===== src/rtl/prog_clk_div_pkg.sv =====
// Shared definitions for the programmable clock divider.
//   DEFAULT_W   : default width of the divide ratio
//   DEFAULT_DIV : default ratio active after reset
//   MIN_DIV     : smallest legal divide ratio
//   state_e     : divider control states
`timescale 1ns/1ps
package prog_clk_div_pkg;

  localparam int unsigned DEFAULT_W   = 4;
  localparam int unsigned DEFAULT_DIV = 2;
  localparam int unsigned MIN_DIV     = 2;

  typedef enum logic [1:0] {
    IDLE  = 2'd0,
    RUN   = 2'd1,
    DRAIN = 2'd2
  } state_e;

endpackage


===== src/rtl/prog_clk_divider.sv =====
// Programmable clock divider producing a glitch-free registered divided clock.
// Ports:
//   clk_i     in   source clock
//   rst_n_i   in   asynchronous active-low reset
//   en_i      in   run request for the divided clock
//   load_i    in   single-cycle request to load div_i as the new ratio
//   div_i     in   requested divide ratio (legal 2..2^W-1)
//   div_clk_o out  divided clock, high for floor(R/2) of every R cycles
//   tick_o    out  one-cycle pulse in each cycle where div_clk_o rises
//   pend_o    out  a loaded ratio waits for the next period boundary
//   ratio_o   out  currently active ratio R
//   err_o     out  one-cycle pulse for a load request with an illegal ratio
// Ratio changes and stop requests only take effect at the period boundary
// (phase counter wrapping to 0), so no pulse is ever shortened.
`timescale 1ns/1ps
module prog_clk_divider
  import prog_clk_div_pkg::*;
#(
  parameter int unsigned W       = DEFAULT_W,
  parameter int unsigned DEF_DIV = DEFAULT_DIV
) (
  input  logic         clk_i,
  input  logic         rst_n_i,
  input  logic         en_i,
  input  logic         load_i,
  input  logic [W-1:0] div_i,
  output logic         div_clk_o,
  output logic         tick_o,
  output logic         pend_o,
  output logic [W-1:0] ratio_o,
  output logic         err_o
);

  state_e         state_r, state_s;
  logic [W-1:0]   cnt_r, cnt_s;
  logic [W-1:0]   ratio_r, ratio_s;
  logic [W-1:0]   shadow_r, shadow_s;
  logic           pend_r, pend_s;
  logic           div_clk_r, div_clk_s;
  logic           tick_r, tick_s;
  logic           err_r, err_s;
  logic           wrap_s;
  logic           legal_s;

  // Period boundary and load legality decode.
  always_comb begin
    wrap_s  = (cnt_r == (ratio_r - W'(1)));
    legal_s = load_i && (div_i >= W'(MIN_DIV));
  end

  // State register.
  always_ff @(posedge clk_i or negedge rst_n_i) begin
    if (!rst_n_i) begin
      state_r <= IDLE;
    end else begin
      state_r <= state_s;
    end
  end

  // Next-state logic: leaving DRAIN for IDLE only at a period boundary.
  always_comb begin
    state_s = state_r;
    case (state_r)
      IDLE:    state_s = en_i ? RUN : IDLE;
      RUN:     state_s = en_i ? RUN : DRAIN;
      DRAIN: begin
        if (en_i) begin
          state_s = RUN;
        end else if (wrap_s) begin
          state_s = IDLE;
        end else begin
          state_s = DRAIN;
        end
      end
      default: state_s = IDLE;
    endcase
  end

  // Output and datapath next values.
  always_comb begin
    cnt_s     = '0;
    ratio_s   = ratio_r;
    shadow_s  = shadow_r;
    pend_s    = pend_r;
    div_clk_s = 1'b0;
    tick_s    = 1'b0;
    err_s     = load_i && !legal_s;
    case (state_r)
      IDLE: begin
        // Nothing is running, so a legal ratio can take effect at once.
        if (legal_s) begin
          ratio_s  = div_i;
          shadow_s = div_i;
          pend_s   = 1'b0;
        end else begin
          ratio_s  = ratio_r;
        end
        if (en_i) begin
          div_clk_s = 1'b1;
          tick_s    = 1'b1;
        end else begin
          div_clk_s = 1'b0;
        end
      end
      RUN, DRAIN: begin
        if (wrap_s) begin
          cnt_s = '0;
          // The shadow captured before this edge becomes active here.
          if (pend_r) begin
            ratio_s = shadow_r;
            pend_s  = 1'b0;
          end else begin
            ratio_s = ratio_r;
          end
        end else begin
          cnt_s = cnt_r + W'(1);
        end
        // A load on the wrap edge itself waits for the following wrap.
        if (legal_s) begin
          shadow_s = div_i;
          pend_s   = 1'b1;
        end else begin
          shadow_s = shadow_s;
        end
        if (state_s == IDLE) begin
          div_clk_s = 1'b0;
          tick_s    = 1'b0;
        end else begin
          div_clk_s = (cnt_s < (ratio_s >> 1));
          tick_s    = (cnt_s == '0);
        end
      end
      default: begin
        cnt_s = '0;
      end
    endcase
  end

  // Datapath and output registers.
  always_ff @(posedge clk_i or negedge rst_n_i) begin
    if (!rst_n_i) begin
      cnt_r     <= '0;
      ratio_r   <= W'(DEF_DIV);
      shadow_r  <= W'(DEF_DIV);
      pend_r    <= 1'b0;
      div_clk_r <= 1'b0;
      tick_r    <= 1'b0;
      err_r     <= 1'b0;
    end else begin
      cnt_r     <= cnt_s;
      ratio_r   <= ratio_s;
      shadow_r  <= shadow_s;
      pend_r    <= pend_s;
      div_clk_r <= div_clk_s;
      tick_r    <= tick_s;
      err_r     <= err_s;
    end
  end

  assign div_clk_o = div_clk_r;
  assign tick_o    = tick_r;
  assign pend_o    = pend_r;
  assign ratio_o   = ratio_r;
  assign err_o     = err_r;

endmodule


===== config.mk =====
export PLATFORM = sky130hd
export DESIGN_NAME = prog_clk_divider
export DESIGN_NICKNAME = d
export VERILOG_FILES = /design/src/rtl/prog_clk_div_pkg.sv /design/src/rtl/prog_clk_divider.sv
export SDC_FILE = /design/constraint.sdc
export NUM_CORES = 1
export LEC_CHECK = 0
export ABC_AREA = 0
export CAP_MARGIN = 25
export CORE_MARGIN = 1.5
export CORE_UTILIZATION = 40
export DETAILED_ROUTE_END_ITERATION = 10
export PLACE_DENSITY_LB_ADDON = 0.3
export SETUP_SLACK_MARGIN = 0.4
export SYNTH_ARGS = -nofsm -noshare
export SYNTH_HDL_FRONTEND = slang
export SYNTH_SLANG_ARGS = --single-unit
export TNS_END_PERCENT = 5

===== constraint.sdc =====
create_clock -name clk_i -period 5.4 [get_ports clk_i]
set_input_delay 1.62 -clock clk_i [delete_from_list [all_inputs] [get_ports clk_i]]
set_output_delay 1.62 -clock clk_i [all_outputs]
set_load 0.02 [all_outputs]

==> flow_metrics.tcl <==
set metrics [dict create \
    fin_ws_ns 2.220 \
    hold_path.class "reg -> reg" \
    syn_inst 111 \
    rsz0062_at_grt "no" \
    dp_slack_ns 2.091 \
    route.met3.wl_microns 48 \
    gp_congestion 0.8345 \
    synth-edff-count 0 \
    maxSlewHeadroom_pct 45.66 \
    cts-resized-gates 0 \
    worst_pin_slew_ns 0.8126 \
    clock-sinks 18 \
    clock-root-buffer "clkbuf_4" \
    insertion_delay_ns 0.29 \
    crit_fanout 11 \
    ys.flop_type "dfrtp_1" \
    cp_num_buf_inv 1 \
    pin_count 16 \
    crit_top_cell "ha_1" \
    antenna_found_initial 0 \
    hp-start "shadow_r[0]$_DFFE_PN0P_" \
    yosys_warnings 0 \
    path_delay_family "simple AND/OR/NAND/NOR gates" \
    dieWidth_microns 56.27 \
    grt_usage_pct 16.52 \
    top_layer_used "met4" \
    end_kind "flip-flop" \
    slowest_stage "dfstp_2" \
    fp.coreArea_sq_mm 0.002734 \
    postCtsHoldBufs 0 \
    synthTopCellsByArea "dfrtp_1 35%, ha_1 9.9%, dfstp_2 4.6%" \
    ant_nets 0 \
    clk_path_buf_depth 2 \
    leakage_nw 0.6035 \
    yosysMostFrequentCell "dfrtp_1" \
    cts_tree "done" \
    hold_viol 0 \
    via_count 879 \
    syn-num-nets 128 \
    met1_length_microns 1078 \
    crit_chain "inv_1 > ha_1 > xor3_2 > nor3_4 > nand3_2 > mux2i_1 > ha_1 > a21boi_0 > nand2_1 > o31ai_1 > a211oi_2" \
    drt_iter0_drc 32 \
    die_y_microns 56.27 \
    dp_hpwl_microns 1850 \
    final_cell_area_sq_mm 0.001345 \
    cpPeakStageDelay_ns 0.61 \
    drt_wl_total_microns 2394 \
    max_freq_mhz 314.5 \
    via_per_inst 5.528 \
    grt_pass1_vias 880 \
    finalPower_w 0.0007957 \
    htreeDepth 1 \
    synth_commonest_cells "16 x dfrtp_1, 10 x nand2_1, 10 x nor2_1" \
    status "finished, final reports clean" \
    fin_crit_sh_pct 58.88 \
    final_max_slew_viol_count 0 \
    grt_pass1_wl_microns 4057 \
    async_flop_share_pct 100.0 \
    postSynthAreaPerCell_sq_um 10.22 \
    drive_gt1_share_pct 14.06 \
    drt_pass1_iterations 4 \
    dr_wl_met2_microns 1246 \
    drv_cap 0 \
    clkTransAtPathRegs_ns 0.11 \
    dpl-instance-area_sq_mm 0.001309 \
    synth_seq_cells 18 \
    cp.arrival_ns 3.35 \
    grt_start_max_net_pins 19 \
    critPathLaunch "ratio_o[1]$_DFFE_PN1P_" \
    cp-start-kind "flip-flop" \
    post_cts_buffers 0 \
    final_nets 146 \
    cts_buffers 3 \
    powerDensity_mw_per_mm2 591.6 \
    syn_to_final_growth_pct 18.52 \
    dieArea_sq_mm 0.003166 \
    fin_skew_ns 0.004234 \
    peakVddDrop_mv 0.3192 \
    drc 0 \
    final.fill_count 254 \
    yosys.area.top_type "dfrtp_1" \
    path_class "reg -> reg" \
    gr-total-overflow 0 \
    start_util_pct 41.51 \
    critPathRequiredTime_ns 5.57 \
    synth_area_sq_mm 0.001135 \
    port_buffers 15 \
    r2r_start "ratio_o[1]$_DFFE_PN1P_" \
    tns_ns 0 \
    insertedDiodeCount 0 \
    min_period_ns 3.180 \
    synthDistinctLibCells 38 \
    num_rows 19 \
    finalSetupViolCount 0 \
    synth_top_area_share_pct 35.28 \
    wl_per_cell_microns 15.06 \
    yosysSeqAreaShare_pct 39.91 \
]
## sequential cells by signal, summed over array words and instances, names as in the netlist
register / count
cnt_r: 4
ratio_o: 4
tick_o: 1
shadow_r: 4
pend_o: 1
div_clk_o: 1
err_o: 1
state_r: 2
## layer usage
metal | global-route usage (%) | up-vias
li1 | - | 433
met1 | 19.73 | 427
met2 | 30.42 | 17
met3 | 2.765 | 2
met4 | 4.422 | 0
met5 | 0 | -
## placed cells by master (no fill, tap or decap), types with 2 or more instances in the layout
| master | n |
|---|---|
| dfrtp_1 | 16 |
| clkdlybuf4s50_1 | 15 |
| nor2_1 | 10 |
| nand2_1 | 10 |
| ha_1 | 9 |
| inv_1 | 5 |
| a31oi_1 | 5 |
| xnor2_1 | 4 |
| o21bai_1 | 4 |
| o22ai_1 | 4 |
| mux2_2 | 4 |
| nor3_1 | 3 |
| a21oi_1 | 3 |
| o31ai_1 | 3 |
| clkbuf_4 | 3 |
| xor2_1 | 2 |
| mux2i_1 | 2 |
| nand2b_1 | 2 |
| nand3_1 | 2 |
| o21ai_0 | 2 |
| dfstp_2 | 2 |
## power by group
part	switching (W)	total, W	internal (W)
Combinational	0.000257	0.000469	0.000211
Clock	0.0000427	0.0000837	0.0000410
Sequential	0.0000575	0.000243	0.000186
Total	0.000357	0.000796	0.000438
## logic make-up after synthesis
logic type / after synthesis / synth area share (%)
AO/OA/AOI/OAI: 27 / 16.54
XOR/XNOR: 7 / 6.835
adder cells (fa/ha/maj): 9 / 9.923
buffers and inverters: 7 / 2.977
flip-flops: 18 / 39.91
multiplexers: 7 / 7.056
AND/OR/NAND/NOR: 36 / 16.76
## through the flow
stage	util, %	std cells	hold WS, ns
global placement	47.87	155	0.5024
finish	49.20	159	0.5356
CTS	49.20	159	0.5344
floorplan	-	111	0.4813
global route	49.20	159	0.5636
detailed placement	47.87	155	0.5051
## path summary, 6_finish.rpt
kind                                           end  slack (ns)  cells past startpoint
setup / recovery               div_clk_o$_DFF_PN0_        2.22                     11
hold / removal             shadow_r[0]$_DFFE_PN0P_        0.54                      1
setup reg to reg               div_clk_o$_DFF_PN0_        2.22                     11
hold reg to reg            shadow_r[0]$_DFFE_PN0P_        0.54                      1
max in group asynchronous     state_r[0]$_DFF_PN0_        3.11                      1
min in group asynchronous  shadow_r[0]$_DFFE_PN0P_        1.79                      1
## cell type report
class / count / area (sq um) / area share (%)
Sequential cell: 18 / 452.9 / 33.67
Tap cell: 31 / 38.79 / 2.884
Clock buffer: 4 / 36.28 / 2.698
Timing Repair Buffer: 15 / 150.1 / 11.16
Multi-Input combinational cell: 86 / 648.1 / 48.19
Inverter: 5 / 18.77 / 1.395
(Power assumes the default switching activity.)
